## src/rtl/ethernet_pkg.sv

```systemverilog
// rtl/ethernet_pkg.sv - Ethernet stream beat format and ethertype constants
package ethernet_pkg;

  typedef struct packed {
    logic [7:0]  tkeep;
    logic [63:0] tdata;
    logic        tlast;
    logic        tuser;
  } beat_t;

  localparam logic [15:0] ETH_TYPE_IPV4 = 16'h0800;

endpackage

```

## src/rtl/ip_pkg.sv

```systemverilog
// rtl/ip_pkg.sv - IPv4 header constants used by the receive classifier
package ip_pkg;

  localparam logic [7:0] IP_PROTO_UDP  = 8'd17;
  localparam logic [7:0] IP_VER_IHL5   = 8'h45;

endpackage

```

## src/rtl/eth_rxdemux.sv

```systemverilog
// rtl/eth_rxdemux.sv - steers received frames to one of two output FIFOs by UDP destination port
module eth_rxdemux
  import ethernet_pkg::*;
  import ip_pkg::*;
#(
  parameter logic [15:0] UDP_PORT  = 16'h3000,
  parameter int          CHECK_IHL = 1
) (
  input  logic        clk156,
  input  logic        sys_rst,
  output logic        in_rd_en,
  input  logic [73:0] in_dout,
  input  logic        in_empty,
  output logic        fifo0_wr_en,
  output logic [73:0] fifo0_din,
  input  logic        fifo0_full,
  output logic        fifo1_wr_en,
  output logic [73:0] fifo1_din,
  input  logic        fifo1_full,
  output logic [31:0] frm_cnt0,
  output logic [31:0] frm_cnt1
);

  typedef enum logic [1:0] {S_HDR, S_FLUSH, S_PASS} state_t;

  state_t     state, state_nxt;
  logic [2:0] hcnt;
  logic [2:0] fcnt;
  logic [2:0] nlast;
  logic       sel;
  beat_t      hbuf [0:4];

  beat_t      in_beat;
  beat_t      out_beat;
  logic       wr_en;
  logic       sel_full;
  logic       hdr_done;
  logic       hdr_match;

  logic [15:0] eth_type;
  logic [7:0]  ver_ihl;
  logic [7:0]  ip_proto;
  logic [15:0] udp_dport;

  assign in_beat  = beat_t'(in_dout);
  assign sel_full = sel ? fifo1_full : fifo0_full;
  assign hdr_done = (hcnt == 3'd4) || in_beat.tlast;

  // Header bytes: 12-14 live in beat 1, 23 in beat 2, 36-37 in beat 4 (the beat being popped)
  assign eth_type  = {hbuf[1].tdata[39:32], hbuf[1].tdata[47:40]};
  assign ver_ihl   = hbuf[1].tdata[55:48];
  assign ip_proto  = hbuf[2].tdata[63:56];
  assign udp_dport = {in_beat.tdata[39:32], in_beat.tdata[47:40]};

  assign hdr_match = (hcnt == 3'd4) &&
                     (eth_type == ETH_TYPE_IPV4) &&
                     (ip_proto == IP_PROTO_UDP) &&
                     ((CHECK_IHL == 0) || (ver_ihl == IP_VER_IHL5)) &&
                     (udp_dport == UDP_PORT);

  always_comb begin
    state_nxt = state;
    in_rd_en  = 1'b0;
    wr_en     = 1'b0;
    out_beat  = in_beat;
    if (!sys_rst) begin
      case (state)
        S_HDR: begin
          in_rd_en = !in_empty;
          if (in_rd_en && hdr_done) state_nxt = S_FLUSH;
        end
        S_FLUSH: begin
          out_beat = hbuf[fcnt];
          wr_en    = !sel_full;
          if (wr_en && (fcnt == nlast)) state_nxt = hbuf[fcnt].tlast ? S_HDR : S_PASS;
        end
        S_PASS: begin
          in_rd_en = !in_empty && !sel_full;
          wr_en    = in_rd_en;
          if (in_rd_en && in_beat.tlast) state_nxt = S_HDR;
        end
        default: state_nxt = S_HDR;
      endcase
    end
  end

  assign fifo0_wr_en = wr_en && !sel;
  assign fifo1_wr_en = wr_en && sel;
  assign fifo0_din   = out_beat;
  assign fifo1_din   = out_beat;

  always_ff @(posedge clk156) begin
    if (sys_rst) begin
      state    <= S_HDR;
      hcnt     <= 3'd0;
      fcnt     <= 3'd0;
      nlast    <= 3'd0;
      sel      <= 1'b0;
      frm_cnt0 <= 32'd0;
      frm_cnt1 <= 32'd0;
    end else begin
      state <= state_nxt;
      if (state == S_HDR && in_rd_en) begin
        if (hdr_done) begin
          hcnt  <= 3'd0;
          nlast <= hcnt;
          sel   <= hdr_match;
        end else begin
          hcnt <= hcnt + 3'd1;
        end
      end
      if (state == S_FLUSH && wr_en) fcnt <= (state_nxt == S_FLUSH) ? fcnt + 3'd1 : 3'd0;
      if (wr_en && out_beat.tlast) begin
        if (sel) frm_cnt1 <= frm_cnt1 + 32'd1;
        else     frm_cnt0 <= frm_cnt0 + 32'd1;
      end
    end
  end

  // Buffer contents need no reset: hcnt alone marks which entries belong to the current frame
  always_ff @(posedge clk156) begin
    if (state == S_HDR && in_rd_en) hbuf[hcnt] <= in_beat;
  end

endmodule

```

## config.mk

```make
export PLATFORM = sky130hd
export DESIGN_NAME = eth_rxdemux
export DESIGN_NICKNAME = d
export VERILOG_FILES = /design/src/rtl/ethernet_pkg.sv /design/src/rtl/ip_pkg.sv /design/src/rtl/eth_rxdemux.sv
export SDC_FILE = /design/constraint.sdc
export NUM_CORES = 1
export LEC_CHECK = 0
export BUFFER_PORTS_ARGS = -buffer_cell sky130_fd_sc_hd__buf_2
export CORE_MARGIN = 5
export CORE_UTILIZATION = 35
export DETAILED_ROUTE_END_ITERATION = 8
export HOLD_SLACK_MARGIN = 0.03
export PLACE_DENSITY = 0.64
export SKIP_LAST_GASP = 1
export SLEW_MARGIN = 20
export SYNTH_ARGS = -nofsm -noshare
export SYNTH_HDL_FRONTEND = slang
export SYNTH_SLANG_ARGS = --single-unit
```

## constraint.sdc

```tcl
create_clock -name clk156 -period 7.94 [get_ports clk156]
set_clock_uncertainty 0.05 [all_clocks]
set_input_delay 0.794 -clock clk156 [delete_from_list [all_inputs] [get_ports clk156]]
set_output_delay 0.794 -clock clk156 [all_outputs]
set_load 0.02 [all_outputs]
```

== Word-level counts from Yosys, hierarchy flattened ==
Memory sizes are Yosys's and may differ from the RTL's. A register that Yosys moved wholly into a read port is not among the register bits.
Index checks and enable logic that the tools add are counted.

* Flip-flop bits (word level): 76
* Memories kept: 1
* Bits of input ports: 79
* Memory bits (read-only): 0
* Memory bits (writable): 370
* Latch bits: 0

{| class="wikitable"
|+ Memories
! name !! words !! width !! read ports !! clocked after Yosys merged registers in !! write ports !! RTL line !! RTL
|-
| hbuf || 5 || 74 || 3 || 1 || 1 || eth_rxdemux.sv:31 || <nowiki>beat_t hbuf [0:4];</nowiki>
|}

* Order comparisons: 0
* Divide/modulo/power cells: 0
* Bitwise logic cells: 1
* Muxes and demuxes: 19
* Equality and inequality tests: 9
* Shift operators: 0
* $add $sub $neg: 4
* Multipliers: 0
* Reductions and logical operators: 21

{| class="wikitable"
|+ Operators with widths
! operator !! count
|-
| $mux 74 || 2
|-
| $add 32x1->32 const B || 2
|-
| $eq 16x12->1 const B || 1
|-
| $eq 16x14->1 const B || 1
|-
| $logic_and 1x1->1 || 13
|-
| $mux 3 || 4
|-
| $mux 2 || 5
|-
| $eq 8x5->1 const B || 1
|-
| $eq 8x7->1 const B || 1
|-
| $add 3x1->3 const B || 2
|-
| $pmux 2 s3 || 1
|-
| $reduce_and 2->1 || 3
|-
| $mux 1 || 5
|-
| $eq 2x1->1 const B || 2
|-
| $pmux 1 s2 || 2
|-
| $eq 3x3->1 || 1
|-
| $eq 3x3->1 const B || 1
|-
| $logic_not 1->1 || 3
|-
| $eq 2x2->1 const B || 1
|-
| $logic_not 2->1 || 1
|-
| $logic_or 1x1->1 || 1
|-
| $not 1->1 || 1
|}

== Depth between registers and ports, before layout ==
Gate-level depths: netlist of the first run.

* Depth after elaboration: 11
* Depth in mapped cells: 11
* Depth with buffers taken out: 9

== Worst setup path before layout of the first run ==
OpenSTA, ideal clock, no wires.

* Path type: in2reg
* From: input sys_rst
* To: memory hbuf[4][0] in the netlist's numbering (enable)
* Arrival: 6.223 ns
* Path slack: 1.070 ns
* Stages: 3
* Path buffers: 2
* Cell sequence: buf_2 clkbuf_1 nor3_1

* Word-level cells in the longest chain between the ends: 4

{| class="wikitable"
|+ Ends and longest elaborated chain
! element !! RTL line !! RTL
|-
| start: declaration || eth_rxdemux.sv:10 || <nowiki>input logic sys_rst,</nowiki>
|-
| $mux 1 || eth_rxdemux.sv:66 || <nowiki>if (!sys_rst) begin</nowiki>
|-
| $logic_and 1x1->1 || eth_rxdemux.sv:122 || <nowiki>if (state == S_HDR && in_rd_en) hbuf[hcnt] <= in_beat;</nowiki>
|-
| $mux 1 || eth_rxdemux.sv:122 ||
|-
| $mux 1 (implied by the code) || eth_rxdemux.sv:122 ||
|-
| end: declaration || eth_rxdemux.sv:31 ||
|}

No other way between the ends.

==> results of run 1 <==
==> registers in the layout, indices dropped and copies added (netlist names), named ones only <==
| name | count |
|---|---|
| hcnt | 3 |
| frm_cnt1 | 32 |
| nlast | 3 |
| sel | 1 |
| state | 2 |
| frm_cnt0 | 32 |
| hbuf | 370 |
| fcnt | 3 |
==> through the flow <==
stage,total power [mW],utilization,area (um^2)
floorplan,2.88,-,19100
CTS,5.14,0.412,22200
finish,5.06,0.412,22200
global route,5.26,0.412,22200
global placement,2.97,0.384,20700
detailed placement,2.97,0.384,20700
==> cell usage after synthesis, drive strengths merged (6+ instances only) <==
cell type | count | share of area
edfxtp | 370 | 0.58
nand2 | 108 | 0.021
buf | 102 | 0.035
o21ai | 91 | 0.024
dfxtp | 79 | 0.083
mux2i | 76 | 0.040
mux4 | 73 | 0.086
nor2 | 60 | 0.012
nor4 | 39 | 0.013
clkbuf | 38 | 0.0075
xnor2 | 35 | 0.016
nand4 | 30 | 0.010
a21oi | 29 | 0.0076
nand3 | 29 | 0.0076
inv | 18 | 0.0035
and4 | 9 | 0.0044
ha | 9 | 0.0059
o31ai | 9 | 0.0035
or4 | 9 | 0.0035
nor3 | 8 | 0.0021
or3 | 8 | 0.0026
xor2 | 8 | 0.0037
and3 | 7 | 0.0023
nor2b | 7 | 0.0023
nor4b | 7 | 0.0032
and2 | 6 | 0.0020
==> path summary, 6_finish.rpt <==
check	endpoint	cells after the start	slack [ns]	start
setup / recovery	fifo1_din[41]	5	3.68	flop
hold / removal	hbuf[0][69]$_DFFE_PP_	1	0.42	in_dout[69]
hold reg to reg	frm_cnt1[31]$_SDFFE_PP0P_	2	0.43	frm_cnt1[31]$_SDFFE_PP0P_
setup reg to reg	frm_cnt0[21]$_SDFFE_PP0P_	8	4.65	flop
==> critical path: cells and delay by family (launching register included) <==
kind | cells | cell delay (ns)
buf+inv | 2 | 1.03
flops | 1 | 0.82
mux | 2 | 0.82
compound gates | 1 | 0.16
==> routing by layer <==
metal	track usage	up-vias	wire, um
met5	0	-	39
met4	0.0492	6	1220
met3	0.0266	74	2480
met2	0.240	303	21200
met1	0.189	5709	18700
li1	-	5350	-
==> kinds of logic (layout without fill, tap and decap cells) <==
kind of cell / after synthesis / after routing
adders and majority gates: 9 / 9
muxes: 151 / 151
other: 0 / 1
xor gates and xnor gates: 43 / 43
and+or+nand+nor: 342 / 342
AOI/OAI and AO/OA: 147 / 147
buffers and inverters: 159 / 408
DFF: 449 / 449
==> report_power, final <==
part	switching [mW]	total (mW)	internal [mW]
clock network	0.882	2.14	1.26
logic	0.229	0.331	0.102
registers	0.00866	2.59	2.58
total	1.12	5.06	3.94
==> area by class of cell <==
cell class                      count  area (um^2)  area share
Antenna cell                        1         2.50    0.000113
Clock buffer                       64         1280      0.0577
Clock inverter                     20          219     0.00985
Inverter                           19         72.6     0.00326
Multi-Input combinational cell    692         5530       0.249
Sequential cell                   449        12700       0.571
Tap cell                          696          871      0.0392
Timing Repair Buffer              305         1560      0.0700
==> results.md, run 1 <==
- Status: complete, no violations
- DR DRC count: 0
- Flop and latch count out of synthesis: 449
- Post-CTS setup buffer count: 0
- Synth async-reset ratio: 0
- Maximum fanout along the worst path: 40
- Post-synth EDFFs: 370
- Tightest Pin Transition: 0.937 ns
- Total Neg Setup Slack: 0 ns
- Mean Syn Cell Area: 14.7 um^2
- Achievable Freq: 235 MHz
- Congestion Overflow GR: 0
- Skew-Pair Late Insertion Delay: 0.57 ns
- Final setup violation count: 0
- CTS sink cnt: 449
- Num CTS Buffers: 47
- Maximum clock path buffer count: 3
- Post-Syn Area: 19100 um^2
- Commonest non-fill, non-tap cells in the layout: edfxtp_1 (370), buf_2 (293), nand2_1 (108)
- Kind of critical path: flop to output pin
- Post_cts resized: 0
- Largest family of logic cells by synthesized area: multiplexers
- DRT Wirelength: 43700 um
- Sequential area share after synthesis: 0.665
- Final instance count without filler cells: 2246
- Critical path startpoint category: flop
- Final #Nets: 1602
- Hold buffer count at CTS: 0
- Slew Viols, Final: 0
- Starting Density: 0.354
- Final period util: 0.537
- H-tree depth: 2
- Largest net degree at the start of global routing: 105
- Final Worst Setup Slack: 3.68 ns
- Placed Cells: 2161
- Slowest stage cell, crit path: dfxtp_4
- Setup WS pre-CTS: 3.87 ns
- CTS tree: done
- Most common cell after layout, fill and taps aside: edfxtp_1
- Die footprint: 59300 um^2
- Area added between synthesis and finish: 16.6%
- Die X: 243 um
- Vias in the first global route: 11.6k
- Share of cells above drive strength 1: 0.301
- Worst setup EP type: output pin
- Slew margin rel.: 0.375
- Initial antenna violation count: 4
- Post-route ant nets: 0
- Core box area: 53900 um^2
- Filler cell count: 4903
- DR vias: 11.4k
- Post-Synth Simple-Gate Area: 0.0921
- GRT Resource Usage Total: 0.144
- IO Pins: 294
- Synth Area in Adders: 0.00590
- Post-layout minimum cycle time: 4.26 ns
- First-pass GRT wire length: 67800 um
- WL/cell: 19.4 um
- CTS clk-pin slew, worst paths: 0.06 ns
- Hold Violations, Final: 0
- Leak pwr: 7.53 nW
- RSZ-0062 raised after global routing: false
- Prevailing post-synth register cell: edfxtp_1
- Hold crit path type: input port to flop
- CP peak stage delay: 0.82 ns
- Clk root buf: clkbuf_16
- Post-synth cell types: 52
- Mux contribution to synthesized area: 0.127
- Num rows: 85
- Syn_nets: 1388
- Compound-Gate Fraction of Synth Area: 0.0431
- Total of max-cap violations: 0
- Pre-antenna DRT Iters: 5
- Yosys warns: 0
- DR iter-0 viols: 686
- DR vias/cell: 5.09
- IO Port Bufs: 293
- Maximum VDD drop: 171 uV
- Power per Cell Area: 228 nW/um^2
- Worst EP arrival: 3.42 ns
- Worst Path Required: 7.10 ns
- Die height: 243 um
- Cell count after synthesis: 1300
- GPL Wtd Cong: 0.836
- Final HPWL DP: 26900 um
- XOR/XNOR share of the synthesized area: 0.0197
- WHS: 0.418 ns
- CP Cell Sequence: buf_4 -> mux4_2 -> mux2i_1 -> o21ai_0 -> buf_2
Power figures use the tool's default switching activity.
==> inputs of run 2 (changes only) <==
==> constraint.sdc (replaced) <==
create_clock -name clk156 -period 4.15 [get_ports clk156]
set_clock_uncertainty 0.05 [all_clocks]
set_input_delay 0.415 -clock clk156 [delete_from_list [all_inputs] [get_ports clk156]]
set_output_delay 0.415 -clock clk156 [all_outputs]
set_load 0.02 [all_outputs]
==> run 2 against run 1 <==
  * Count of clock-buffer cells in the layout fell by 1
  * Hold slack got worse by 0.36 ns
  * Sequential cell count did not move
  * Critical path depth did not move
  * Critical endpoint is now fifo0_din[21]
==> results.md, run 2 (synthesized netlist as in run 1, its figures left out) <==
- Die X: 243 um
- DRT Wirelength: 45000 um
- Maximum clock path buffer count: 3
- Hold crit path type: input port to flop
- Commonest non-fill, non-tap cells in the layout: edfxtp_1 (370), buf_2 (293), nand2_1 (108)
- Maximum fanout along the worst path: 48
- Post_cts resized: 0
- Worst setup EP type: output pin
- Hold path depth: 1
- CP Cell Sequence: buf_12 -> mux4_2 -> mux2i_1 -> o21ai_0 -> buf_2
- RSZ-0062 raised after global routing: false
- CTS sink cnt: 449
- GPL Wtd Cong: 0.834
- Congestion Overflow GR: 0
- Final HPWL DP: 27600 um
- Clk root buf: clkbuf_16
- Slowest stage cell, crit path: dfxtp_4
- Maximum VDD drop: 295 uV
- Final core occ: 0.427
- Largest registers: hbuf: 370 flops, frm_cnt0: 32 flops, frm_cnt1: 32 flops
- Die height: 243 um
- GRT Resource Usage Total: 0.147
- DR vias/cell: 5.10
- IO Pins: 294
- Largest reg by FF count: hbuf
- Starting Density: 0.354
- Critical path startpoint category: flop
- Reg2Reg Depth: 8
- Most common cell after layout, fill and taps aside: edfxtp_1
- DR DRC count: 0
- Pre-antenna DRT Iters: 5
- CP peak stage delay: 0.73 ns
- Post-route ant nets: 0
- WL/cell: 19.4 um
- Largest net degree at the start of global routing: 68
- Initial antenna violation count: 5
- Total of max-cap violations: 0
- DR iter-0 viols: 793
- Die footprint: 59300 um^2
- First-pass GRT wire length: 69800 um
- Area added between synthesis and finish: 20.7%
- Worst EP arrival: 2.95 ns
- Achievable Freq: 293 MHz
- Hold Violations, Final: 0
- Kind of critical path: flop to output pin
- Num CTS Buffers: 48
- Vias in the first global route: 11.9k
- Slew Viols, Final: 0
- Final setup violation count: 0
- Worst Path Required: 3.68 ns
- Total Neg Setup Slack: 0 ns
- Core box area: 53900 um^2
- Tightest Pin Transition: 1.04 ns
- Status: complete, no violations
- Final period util: 0.823
- CTS clk-pin slew, worst paths: 0.06 ns
- WHS: 0.0574 ns
- H-tree depth: 2
- Skew-Pair Late Insertion Delay: 0.59 ns
- Max reg flops: 370
- IO Port Bufs: 293
- Leak pwr: 7.86 nW
- Power per Cell Area: 427 nW/um^2
- DR vias: 11.8k
- Slew margin rel.: 0.308
- Final #Nets: 1670
- Share of cells above drive strength 1: 0.293
- CTS tree: done
- Num rows: 85
- Post-layout minimum cycle time: 3.42 ns
## run 2: cell types whose count changed in the layout (fill, tap and decap cells not counted), sizes merged, moves of 2 or more
cell / delta
dlygate4sd3: +61
clkinvlp: -2
clkinv: +6
diode: +3
buf: +6
## run 2: cell type report
class / count / area (um^2)
diodes: 4 / 10.0
clock buffers: 63 / 1280
clock inverters: 25 / 264
fillers: 4792 / 30900
inverters: 19 / 72.6
multi-input cells: 692 / 5530
flip-flops and latches: 449 / 12700
well taps: 696 / 871
repair buffers: 372 / 2300
## run 2: power by group
part | switching, mW | internal, mW | total, mW
registers | 0.0164 | 4.94 | 4.95
clock network | 1.74 | 2.43 | 4.18
logic | 0.458 | 0.240 | 0.699
total | 2.22 | 7.61 | 9.83
## run 2: timing repair
item / CTS / global route
hold endpoints to repair: 299 / 0
hold buffers: 61 / 0
buffers inserted: 0 / 0
## run 2: final timing paths
| check | from | endpoint | slack [ns] |
|---|---|---|---|
| min reg2reg | frm_cnt0[31]$_SDFFE_PP0P_ | frm_cnt0[31]$_SDFFE_PP0P_ | 0.44 |
| max reg2reg | state[0]$_SDFF_PP0_ | frm_cnt0[17]$_SDFFE_PP0P_ | 1.17 |
| max | flop | fifo0_din[21] | 0.73 |
| min | in_dout[39] | hbuf[3][39]$_DFFE_PP_ | 0.06 |
## run 2: metal layers
metal | up-vias | global-route usage | wire length, um | share of wire
met2 | 356 | 0.254 | 22500 | 0.50
met1 | 5889 | 0.190 | 18900 | 0.42
met4 | 2 | 0.0479 | 1150 | 0.025
met3 | 73 | 0.0256 | 2480 | 0.055
met5 | - | 0 | 11 | 0.00024
li1 | 5501 | - | - | -
## run 2: metrics by stage
stage	instances	worst slack, ns	total power [mW]	instance area, um^2
floorplan	1300	0.699	5.51	19100
detailed placement	2167	1.13	5.71	20900
global placement	2167	1.22	5.69	20900
CTS	2316	0.641	9.96	23000
finish	2320	0.735	9.83	23000
global route	2318	0.477	10.2	23000
## run 2: critical path: cells and delay by family (launching register included)
kind	cells	cell delay, ns
buffers and inverters	2	0.59
AOI/OAI and AO/OA	1	0.16
DFF	1	0.73
muxes	2	0.78
